==> src/rtl/x_mem_arb_pkg.sv <==
// rtl/x_mem_arb_pkg.sv - shared types for the fetch/load-store memory arbiter
package x_mem_arb_pkg;

    typedef enum logic [1:0] {
        ST_IDLE    = 2'd0,
        ST_BUSY_IF = 2'd1,
        ST_BUSY_LS = 2'd2
    } state_t;

    typedef enum logic {
        REQ_IF = 1'b0,
        REQ_LS = 1'b1
    } req_id_t;

endpackage

==> src/rtl/x_mem_arb.sv <==
// rtl/x_mem_arb.sv - single-port memory arbiter between instruction fetch and load/store
module x_mem_arb
    import x_mem_arb_pkg::*;
#(
    parameter int P_LS_MAX = 4,
    parameter int P_AW     = 32
) (
    input  logic            i_clk,
    input  logic            i_rst,
    input  logic            i_if_valid,
    input  logic [P_AW-1:0] i_if_addr,
    output logic            o_if_accept,
    output logic [P_AW-1:0] o_if_data,
    input  logic            i_ls_valid,
    input  logic            i_ls_we,
    input  logic [P_AW-1:0] i_ls_addr,
    input  logic [P_AW-1:0] i_ls_wdata,
    output logic            o_ls_accept,
    output logic [P_AW-1:0] o_ls_rdata,
    output logic            o_mem_valid,
    output logic            o_mem_we,
    output logic [P_AW-1:0] o_mem_addr,
    output logic [P_AW-1:0] o_mem_wdata,
    input  logic            i_mem_accept,
    input  logic [P_AW-1:0] i_mem_rdata
);

    localparam int CW = $clog2(P_LS_MAX + 1);
    localparam logic [CW-1:0] LS_MAX = CW'(P_LS_MAX);

    state_t          state, state_nxt;
    logic [CW-1:0]   ls_cnt, ls_cnt_nxt;
    logic            grant;
    req_id_t         grant_id;
    logic            lat_we;
    logic [P_AW-1:0] lat_addr;
    logic [P_AW-1:0] lat_wdata;
    logic            busy;

    always_ff @(posedge i_clk) begin
        if (i_rst) begin
            state <= ST_IDLE;
            ls_cnt <= '0;
        end else begin
            state <= state_nxt;
            ls_cnt <= ls_cnt_nxt;
        end
    end

    always_comb begin
        state_nxt = state;
        ls_cnt_nxt = ls_cnt;
        grant = 1'b0;
        grant_id = REQ_IF;
        case (state)
            ST_IDLE: begin
                if (i_if_valid && i_ls_valid) begin
                    grant = 1'b1;
                    grant_id = (ls_cnt == LS_MAX) ? REQ_IF : REQ_LS;
                end else if (i_if_valid) begin
                    grant = 1'b1;
                    grant_id = REQ_IF;
                end else if (i_ls_valid) begin
                    grant = 1'b1;
                    grant_id = REQ_LS;
                end
                // The counter only tracks LS grants that made a waiting fetch wait longer.
                if (!i_if_valid || grant_id == REQ_IF) begin
                    ls_cnt_nxt = '0;
                end else if (ls_cnt != LS_MAX) begin
                    ls_cnt_nxt = ls_cnt + CW'(1);
                end
                if (grant) begin
                    state_nxt = (grant_id == REQ_IF) ? ST_BUSY_IF : ST_BUSY_LS;
                end
            end
            ST_BUSY_IF, ST_BUSY_LS: begin
                if (i_mem_accept) begin
                    state_nxt = ST_IDLE;
                end
            end
            default: state_nxt = ST_IDLE;
        endcase
    end

    // Fetches are latched as reads with zero write data so the bus is clean.
    always_ff @(posedge i_clk) begin
        if (i_rst) begin
            lat_we <= 1'b0;
            lat_addr <= '0;
            lat_wdata <= '0;
        end else if (grant) begin
            if (grant_id == REQ_IF) begin
                lat_we <= 1'b0;
                lat_addr <= i_if_addr;
                lat_wdata <= '0;
            end else begin
                lat_we <= i_ls_we;
                lat_addr <= i_ls_addr;
                lat_wdata <= i_ls_wdata;
            end
        end
    end

    assign busy        = (state == ST_BUSY_IF) || (state == ST_BUSY_LS);
    assign o_mem_valid = busy;
    assign o_mem_we    = busy && lat_we;
    assign o_mem_addr  = busy ? lat_addr : '0;
    assign o_mem_wdata = busy ? lat_wdata : '0;

    assign o_if_accept = (state == ST_BUSY_IF) && i_mem_accept;
    assign o_ls_accept = (state == ST_BUSY_LS) && i_mem_accept;
    assign o_if_data   = o_if_accept ? i_mem_rdata : '0;
    assign o_ls_rdata  = o_ls_accept ? i_mem_rdata : '0;

endmodule

==> config.mk <==
export PLATFORM = sky130hd
export DESIGN_NAME = x_mem_arb
export DESIGN_NICKNAME = d
export VERILOG_FILES = /design/src/rtl/x_mem_arb_pkg.sv /design/src/rtl/x_mem_arb.sv
export SDC_FILE = /design/constraint.sdc
export NUM_CORES = 1
export LEC_CHECK = 0
export ABC_AREA = 0
export CAP_MARGIN = 20
export CORE_UTILIZATION = 35
export DETAILED_ROUTE_END_ITERATION = 10
export GPL_TIMING_DRIVEN = 0
export PLACE_DENSITY = 0.85
export SLEW_MARGIN = 20
export SYNTH_ARGS = -nofsm -noshare
export SYNTH_HDL_FRONTEND = slang
export SYNTH_SLANG_ARGS = --single-unit
==> constraint.sdc <==
create_clock -name i_clk -period 2.2 [get_ports i_clk]
set_clock_uncertainty 0.2 [all_clocks]
set_input_delay 0.55 -clock i_clk [delete_from_list [all_inputs] [get_ports i_clk]]
set_output_delay 0.55 -clock i_clk [all_outputs]
set_load 0.005 [all_outputs]
==> metrics.md, run 1 <==
| Metric | Value |
|---|---|
| Horiz. Die Dim | `~100 µm` |
| Final hold viol count | `0` |
| Die area | `roughly 0.011 mm²` |
| Failing checks | `negative setup slack` |
| Drt first-iter violations | `160` |
| Root buffer cell | `clkbuf_8` |
| Ys async rst share | `0%` |
| Port bufs | `roughly 270` |
| Final setup viols | `roughly 110` |
| Slew @ Worst Pin | `between 0.4 and 0.5 ns` |
| CP startpoint kind | `register` |
| Peak VDD IR | `between 300 and 400 µV` |
| Outcome | `complete, but fails checks` |
| Most frequent cell after synthesis | `dfxtp_1` |
| Rel. slew slack | `70.4%` |
| Mapped cell area | `~0.0036 mm²` |
| Unrepaired setup endpoints after global routing | `true` |
| Crit path largest cell delay | `0.37 ns` |
| RePlAce Congestion | `between 0.8 and 0.9` |
| # DRC | `0` |
| CP Data Arrival Time | `roughly 1.7 ns` |
| Syn nets | `roughly 550` |
| Drt wl/cell | `~18 µm` |
| EDFF count, synth | `0` |
| Clock transition at path regs | `roughly 0.090 ns` |
| Synthesis-stage register bit count | `70` |
| Critical path required time | `1.45 ns` |
| Dominant cells by area after synthesis | `dfxtp_1, and2_1, and3_1` |
| Slowest CP cell | `dfxtp_2` |
| First-pass GRT wire length | `between 20,000 and 25,000 µm` |
| Yosys top cell area share | `between 30% and 40%` |
| Yosys top cell by area | `dfxtp_1` |
| Via/cell ratio | `between 5 and 6` |
| CP endpoint kind | `output port` |
| Worst-skew pair later-pin latency | `0.34 ns` |
| Via count | `4,364` |
| Total of max-cap violations | `0` |
| Slew Limit Fails | `0` |
| Antenna cell count | `0` |
| Tcrit/Tclk final | `111%` |
| Worst Path Buf+Inv | `5` |
| Max Freq | `just over 400 MHz` |
| Antenna violations before repair | `0` |
| # nets final | `between 800 and 900` |
| Post-Syn Instances | `between 400 and 500` |
| Antenna Nets Post-Route | `0` |
| Hold Crit Class | `register to register` |
| Max Fanout on Critical Path | `8` |
| Top delay family on crit path | `buffers and inverters` |
| Row count | `36` |
| Cells along the critical path | `inv_4 > ha_4 > clkbuf_16 > clkbuf_8 > buf_6 > and2_4 > buf_6` |
| Yosys cell types | `30` |
| Number of global-route vias before repair | `4,490` |
| Ys flop type | `dfxtp_1` |
| Tmin final | `2.45 ns` |
| CTS tree | `done` |
| Die height | `between 100 and 150 µm` |
| Clock tree sinks | `70` |
| Pwr Total | `0.00382 W` |
| Placeable Area | `~0.0099 mm²` |
| Top cells by count, synth | `dfxtp_1, and2_1, and3_1, a21oi_1, inv_1` |
| Leak | `~3.5 nW` |
| Area Overhead vs Synth | `104%` |
| # IOs | `approximately 270` |
| Yosys warns | `0` |
| Dpl ws | `-1.03 ns` |
| Hold_buf cts | `0` |
| GRT Util Overall | `~27%` |
| Sequential area share after synthesis | `38.7%` |
| Ratio of cells with drive above 1 in the final layout | `between 40% and 50%` |
| WS Path Type | `register to output port` |
| Setup ws final | `-0.251 ns` |
| CTS Buffer Depth | `2` |
| Dpl hpwl | `a little over 10,000 µm` |
| Starting Density | `36.5%` |
| Largest net degree at the start of global routing | `16` |
| Global route total overflow | `0` |
| Num CTS Buffers | `9` |
| CTS HTree Levels | `3` |
| Total iterations of the first detailed-routing run | `4` |
| Syn Area/Cell | `approximately 9 µm²` |
| Routed wire length | `15,200 µm` |
| FF-to-FF setup slack | `around 0.21 ns` |
| Cell repeated most along the worst path | `buf_6` |
| Cell area power density | `between 500 and 600 mW/mm²` |
repair_timing:
action	in CTS	in global routing
pin swaps	39	8
buffers inserted	26	4
gates resized for setup	667	112
hold endpoints to repair	0	0
gates cloned	9	2
endpoints found under the setup margin	140	172
power breakdown:
| part | leakage (nW) | switching [W] | internal [W] | total [W] |
|---|---|---|---|---|
| Clock | 0.0892 | 0.000585 | 0.000434 | 0.00102 |
| Combinational | 2.78 | 0.000515 | 0.000836 | 0.00135 |
| Sequential | 0.579 | 0.0000637 | 0.00139 | 0.00145 |
| Total | 3.45 | 0.00116 | 0.00266 | 0.00382 |
worst reg2reg max path: stages, from the launching register on:
cell	delay [ns]
dfxtp_4	0.37
inv_4	0.06
ha_4	0.11
buf_2	0.19
nand2_1	0.15
or2_1	0.23
buf_2	0.17
buf_6	0.15
o221a_1	0.24
final cells by class:
cell class	instances	area, µm²
clock buffer	9	124
tap	133	166
sequential	70	1410
multi-input combinational	261	2230
inverter	36	140
buffer	42	407
timing repair buffer	304	2870
clock inverter	7	61.3
fill	702	2510
flip-flops by register name, indices dropped and copies added (netlist names):
signal,count
lat_addr,32
ls_cnt,3
lat_we,1
state,2
lat_wdata,32
cell families (layout without fill, tap and decap cells):
group / after synthesis / in the layout / share of synthesized area [%]
and+or+nand+nor: 149 / 149 / 25.9
AOI/OAI and AO/OA: 107 / 107 / 24.2
buffers and inverters: 79 / 398 / 9.47
DFF: 70 / 70 / 38.7
adders and majority gates: 5 / 5 / 1.73
stage by stage:
step	TNS, ns	utilization, %	cells	hold slack, ns	instance area [µm²]
after CTS	-18.60	71.0	859	0.285	7030
after detailed placement	-121.57	65.0	808	0.256	6440
after global placement	-115.02	65.0	808	0.252	6440
after global routing	-23.15	74.7	862	0.312	7400
after floorplan	0	-	410	0.240	3620
final	-17.64	74.7	862	0.286	7400
placed cells by master, fill, tap and decap left out, drive strengths merged:
master	n
buf	174
clkdlybuf4s50	130
dfxtp	70
and2	67
and3	65
clkbuf	47
inv	41
a21oi	36
a22o	33
o221a	32
ha	5
nor2b	3
nand2b	3
nand2	2
nand4	2
or2	2
clkinvlp	2
dlygate4sd2	2
o21ai	2
nor3	2
nor3b	1
o21a	1
a21boi	1
o21ba	1
or3	1
and3b	1
o211ai	1
dlymetal6s2s	1
clkdlybuf4s15	1
metal layers:
layer  up-vias  track usage, %  routed length, µm
li1       2073               -                  -
met1      2089            31.5               6200
met2       173            47.9               7800
met3        29            6.92                863
met4         0            9.29                321
met5         -               0                  0
final timing paths:
kind	depth (start not counted)	from	end
max reg2reg	8	state[0]	lat_addr[7]
max	7	state[1]	o_mem_wdata[23]
min	1	lat_wdata[30]	lat_wdata[30]
min reg2reg	1	lat_wdata[30]	lat_wdata[30]
Note: power is estimated with default switching activity, not from simulation.
==> inputs of run 2 (changes only) <==
--- a/config.mk
+++ b/config.mk
@@ -8,6 +8,7 @@
 export ABC_AREA = 0
 export CAP_MARGIN = 20
 export CORE_UTILIZATION = 35
+export CTS_CLUSTER_SIZE = 10
 export DETAILED_ROUTE_END_ITERATION = 10
 export GPL_TIMING_DRIVEN = 0
 export PLACE_DENSITY = 0.85
==> results of run 2 <==
The final DEF is identical to that of run 1; final timing and power are the same.
